<file path="config.mk">
export PLATFORM = sky130hd
export DESIGN_NAME = opb_register_bank_ppc2simulink
export DESIGN_NICKNAME = d
export VERILOG_FILES = /design/src/rtl/opb_register_bank_ppc2simulink.sv
export SDC_FILE = /design/constraint.sdc
export NUM_CORES = 1
export LEC_CHECK = 0
export BUFFER_PORTS_ARGS = -buffer_cell sky130_fd_sc_hd__buf_2
export CAP_MARGIN = 20
export CORE_MARGIN = 2
export CORE_UTILIZATION = 51
export DETAILED_ROUTE_END_ITERATION = 8
export GPL_ROUTABILITY_DRIVEN = 1
export PLACE_DENSITY = 0.83
export SYNTH_ARGS = -nofsm -noshare
export SYNTH_HDL_FRONTEND = slang
export SYNTH_SLANG_ARGS = --single-unit
export TNS_END_PERCENT = 20
</file>
<file path="constraint.sdc">
create_clock -name OPB_Clk -period 2.5 [get_ports OPB_Clk]
set_input_delay 0.125 -clock OPB_Clk [delete_from_list [all_inputs] [get_ports OPB_Clk]]
set_output_delay 0.125 -clock OPB_Clk [all_outputs]
set_load 0.01 [all_outputs]
</file>
<file path="src/rtl/opb_register_bank_ppc2simulink.sv">
// OPB slave exposing NUM_REGS byte-writable 32-bit registers to fabric, with an error ack
// for in-window addresses past the last register. Define REG_WR_STROBE_EN for per-register write strobes.
module opb_register_bank_ppc2simulink #(
  parameter logic [31:0] C_BASEADDR   = 32'h01085000,
  parameter logic [31:0] C_HIGHADDR   = 32'h010850FF,
  parameter int          C_OPB_AWIDTH = 32,
  parameter int          C_OPB_DWIDTH = 32,
  parameter int          NUM_REGS     = 4,
  parameter logic [31:0] RESET_VAL    = 32'h00000000
) (
  input  logic                        OPB_Clk,
  input  logic                        OPB_Rst,
  input  logic [0:C_OPB_AWIDTH-1]     OPB_ABus,
  input  logic [0:C_OPB_DWIDTH/8-1]   OPB_BE,
  input  logic [0:C_OPB_DWIDTH-1]     OPB_DBus,
  input  logic                        OPB_RNW,
  input  logic                        OPB_select,
  input  logic                        OPB_seqAddr,
  output logic [0:C_OPB_DWIDTH-1]     Sl_DBus,
  output logic                        Sl_errAck,
  output logic                        Sl_retry,
  output logic                        Sl_toutSup,
  output logic                        Sl_xferAck,
  output logic [NUM_REGS*32-1:0]      user_data_out,
  output logic [NUM_REGS-1:0]         user_wr_strobe,
  output logic                        dbg_state_o
);

  localparam int IW = (NUM_REGS > 1) ? $clog2(NUM_REGS) : 1;

  typedef enum logic {
    ST_IDLE = 1'b0,
    ST_ACK  = 1'b1
  } state_t;

  // Handshake: a beat is accepted when OPB_select addresses the window while IDLE; it is
  // completed by exactly one Sl_xferAck cycle, which alone qualifies Sl_errAck and Sl_DBus.
  state_t state_q, state_d;

  logic [31:0]   regs_q [NUM_REGS];
  logic [31:0]   regs_d [NUM_REGS];
  logic          rnw_q, rnw_d;
  logic          err_q, err_d;
  logic [IW-1:0] idx_q, idx_d;

  logic [31:0]   addr_w;
  logic [31:0]   offset_w;
  logic [29:0]   word_w;
  logic [IW-1:0] idx_w;
  logic [31:0]   dbus_w;
  logic [3:0]    be_w;
  logic          hit_w;
  logic          in_range_w;
  logic          start_w;
  logic          wr_en_w;

  // Big-endian OPB buses map onto little-endian vectors: BE[0] -> be_w[3] -> bits 31:24.
  assign addr_w     = OPB_ABus;
  assign dbus_w     = OPB_DBus;
  assign be_w       = OPB_BE;
  assign offset_w   = addr_w - C_BASEADDR;
  assign word_w     = offset_w[31:2];
  assign idx_w      = word_w[IW-1:0];
  assign hit_w      = OPB_select && (addr_w >= C_BASEADDR) && (addr_w <= C_HIGHADDR);
  assign in_range_w = (word_w < 30'(NUM_REGS));
  assign start_w    = (state_q == ST_IDLE) && hit_w;
  assign wr_en_w    = start_w && !OPB_RNW && in_range_w;

  always_comb begin
    state_d = state_q;
    rnw_d   = rnw_q;
    err_d   = err_q;
    idx_d   = idx_q;
    case (state_q)
      ST_IDLE: begin
        if (hit_w) begin
          state_d = ST_ACK;
          rnw_d   = OPB_RNW;
          err_d   = !in_range_w;
          if (in_range_w) idx_d = idx_w;
        end
      end
      ST_ACK: begin
        state_d = ST_IDLE;
      end
      default: state_d = ST_IDLE;
    endcase
  end

  // Writes land on the accepting edge so the new value is visible alongside the ack.
  always_comb begin
    for (int i = 0; i < NUM_REGS; i++) begin
      regs_d[i] = regs_q[i];
      if (wr_en_w && (idx_w == IW'(i))) begin
        for (int b = 0; b < 4; b++) begin
          if (be_w[b]) regs_d[i][8*b +: 8] = dbus_w[8*b +: 8];
        end
      end
    end
  end

  always_ff @(posedge OPB_Clk) begin
    if (OPB_Rst) begin
      state_q <= ST_IDLE;
      rnw_q   <= 1'b0;
      err_q   <= 1'b0;
      idx_q   <= '0;
      for (int i = 0; i < NUM_REGS; i++) regs_q[i] <= RESET_VAL;
    end else begin
      state_q <= state_d;
      rnw_q   <= rnw_d;
      err_q   <= err_d;
      idx_q   <= idx_d;
      for (int i = 0; i < NUM_REGS; i++) regs_q[i] <= regs_d[i];
    end
  end

  always_comb begin
    Sl_xferAck = (state_q == ST_ACK);
    Sl_errAck  = (state_q == ST_ACK) && err_q;
    Sl_DBus    = '0;
    if ((state_q == ST_ACK) && rnw_q && !err_q) Sl_DBus = regs_q[idx_q];
  end

  assign Sl_retry    = 1'b0;
  assign Sl_toutSup  = 1'b0;
  assign dbg_state_o = state_q;

  always_comb begin
    user_data_out = '0;
    for (int i = 0; i < NUM_REGS; i++) user_data_out[32*i +: 32] = regs_q[i];
  end

`ifdef REG_WR_STROBE_EN
  logic [NUM_REGS-1:0] strobe_q, strobe_d;

  always_comb begin
    strobe_d = '0;
    for (int i = 0; i < NUM_REGS; i++) begin
      strobe_d[i] = wr_en_w && (|be_w) && (idx_w == IW'(i));
    end
  end

  always_ff @(posedge OPB_Clk) begin
    if (OPB_Rst) strobe_q <= '0;
    else         strobe_q <= strobe_d;
  end

  assign user_wr_strobe = strobe_q;
`else
  assign user_wr_strobe = '0;
`endif

  // Bursts are handled beat by beat and accesses are word-wide.
  logic unused_ok;
  assign unused_ok = ^{OPB_seqAddr, offset_w[1:0]};

endmodule

</file>
==> flow_summary.toml <==
[drt]
drt-pass1-iter-count = 4
wl_met2_um = 8460
wl_met1_um = 7320
dr_total_vias = 5334
wl_met3_um = 998
drtIter0Drc = 257
drc_errors = 0
dr.max_layer_used = "met4"
wirelength_um = 17000
routedWlPerCell_um = 16.5
routed_via_density = 5.18
ant_nets = 0

[clock_network]
cts_made_buffers = 17
clk_pin_slew_worst_paths_ps = 60
clock_latency_ps = 410
cts_max_level = 4
cts-root-buf = "clkbuf_16"
cts_tree = "done"
cts.sinks = 135
cts_resized = 0
clockBufferDepth = 2

[critical_path]
arrival_ps = 2480
crit_fanout = 11
r2r_slack_ps = 350
path_class = "flip-flop to flip-flop"
reg2reg_depth = 4
setup.worst_path.start_class = "flip-flop"
reg2reg_from = "Sl_xferAck"
reg2reg_to = "regs_q[2][8]"
startpoint = "Sl_xferAck"
crit_required_ps = 2830
end_kind = "flip-flop"

[power_and_ir_drop]
comb_power_share_pct = 4.2
swShare_pct = 21.2
p_leak_nw = 4.32
p_switching_w = 0.00103
power_frac_seq_pct = 44.3
internal_power_w = 0.00383
ir_worst_vdd_mv = 0.440
power.share.clock_pct = 51.6
power_density_nw_per_um2 = 550

[timing]
fin_crit_sh_pct = 86.0
worst_pin_slew_ps = 628
finalSetupTns_ps = 0
maxSlewHeadroom_pct = 58.2
final_max_slew_viol_count = 0
setup_viol = 0
max_clock_freq_mhz = 465
hold_viol_final = 0
fin_crit_ps = 2150
worst_hold_slack_ps = 48.7
grt_setup_unrepaired = "false"
finClkSkew_ps = 6.85

[synth]
synth-edff-count = 0
ys_seq_area_share_pct = 39.0
synthTopCellsByArea = "dfxtp_1 39%, mux2i_1 19%, mux4_2 10%"
netlist_area_um2 = 6920
synth_mux_area_share_pct = 29.1
yosysMostFrequentCell = "dfxtp_1"
synth_cell_type_count = 40
synth_fa_ha_area_share_pct = 0
ys_ff_latch = 135
synth_compound_area_share_pct = 0.886
synthSimpleGateAreaFrac_pct = 27.3
synthTopCellsByCount = "135 x dfxtp_1, 129 x mux2i_1, 104 x nand2b_1"
synthXorXnorAreaFrac_pct = 0
synth_top_area_share_pct = 39.0
synth_top_flop_cell = "dfxtp_1"
synth.avg_cell_area_um2 = 11.3
synthCells = 610
synth_area_leader_cell = "dfxtp_1"
synth-async-reset-ratio_pct = 0
synth_top_family_by_area = "multiplexers"
ys_warn_count = 0

[grt]
first_global_vias = 5261
grt_max_degree = 82
antenna_found_initial = 0
overflow = 0
grt_usage_pct = 23.7
grt_pass1_wl_um = 27000

[floorplan]
die_w_um = 121
die_h_um = 121
core_um2 = 13200
rows = 42
start_util_pct = 52.3
io_pins = 242
die_area_um2 = 14500

[placement]
io_buffer_count = 232
gp_congestion = 0.783
dp_hpwl_um = 12000
dp_cells = 997

[final_layout]
layout-drive-gt1-share_pct = 45.9
antenna_cells = 0
regArea_um2 = 2710
fill_cells = 1078
area_growth_pct = 27.7
final_nets = 914
final_cell_count_no_fill = 1030
multi_input_area_um2 = 3990

[hold_path]
min_from = "OPB_DBus[13]"
hold_class = "input pin to flip-flop"
whs_path_depth = 3
whs_endpoint = "regs_q[1][18]"

[run]
cap_violations = 0

[outcome]
status = "finished, final reports clean"
[logic make-up after synthesis]
group / count (synthesis)
and+or+nand+nor: 261
other: 1
AOI/OAI and AO/OA: 9
muxes: 161
DFF: 135
buffers and inverters: 43
[area by class of cell]
type                       instances  area share [%]
multi-input combinational        437            45.1
timing repair buffer             250            15.0
sequential                       135            30.6
clock inverter                    10            1.32
clock buffer                      22            5.48
tap                              176            2.49
[power by group through the flow]
stage / logic, W / registers [W] / clock network, W
3_5_place_dp: 0.000200 / 0.00220 / 0
5_1_grt: 0.000223 / 0.00215 / 0.00264
3_3_place_gp: 0.000199 / 0.00220 / 0
6_report: 0.000203 / 0.00215 / 0.00251
2_1_floorplan: 0.000124 / 0.00220 / 0
4_1_cts: 0.000203 / 0.00215 / 0.00255
[timing repair]
item / 4_1_cts / 5_1_grt
hold endpoints to repair: 1 / 0
buffers inserted: 0 / 0
hold buffers: 1 / 0
[sequential cells by signal, indices dropped and copies added, names as in the netlist, named ones only]
name	cells
regs_q	128
idx_q	2
Sl_xferAck	1
err_q	1
rnw_q	1
[metal layers]
metal | vias to the layer above | global-route usage [%]
li1 | 2582 | -
met1 | 2567 | 29.2
met2 | 169 | 40.8
met3 | 16 | 5.90
met4 | 0 | 7.34
met5 | - | 0
[worst max-delay path by stage]
stage                     to
6_report        regs_q[2][8]
5_1_grt         regs_q[2][8]
4_1_cts         regs_q[2][8]
3_5_place_dp   regs_q[2][14]
3_3_place_gp   regs_q[2][25]
2_1_floorplan  regs_q[2][18]
[layout by cell type (no fill, tap or decap), types with 3 or more instances in the layout]
cell / netlist / routed
mux2i_1: 129 / 129
or2b_2: 56 / 56
clkbuf_16: 0 / 17
clkbuf_8: 0 / 4
nand3_2: 4 / 4
nor2b_1: 32 / 32
nor4_1: 8 / 8
mux4_2: 32 / 32
nor3_1: 13 / 13
nor2_1: 6 / 6
nand3_4: 8 / 8
buf_2: 0 / 231
nand2b_1: 104 / 104
conb_1: 1 / 6
clkinv_2: 0 / 3
nand3_1: 3 / 3
buf_4: 7 / 16
and3_2: 3 / 3
dfxtp_1: 135 / 133
or2b_1: 6 / 6
[critical path: stages (launching register included)]
cell and delay [ps]:
dfxtp_1 340, nor4b_1 440, and3_1 570, and3_2 480, mux2i_1 230
[metrics by stage]
stage                     area (µm²)  power, W  utilization (%)  setup WS [ps]
after floorplan                 6940   0.00232                -            412
after global placement          8230   0.00240             62.2           57.5
after detailed placement        8230   0.00240             62.2           62.3
after CTS                       8840   0.00490             66.8            263
after global routing            8840   0.00501             66.8            124
final                           8840   0.00486             66.8            350
Power figures use the tool's default switching activity.
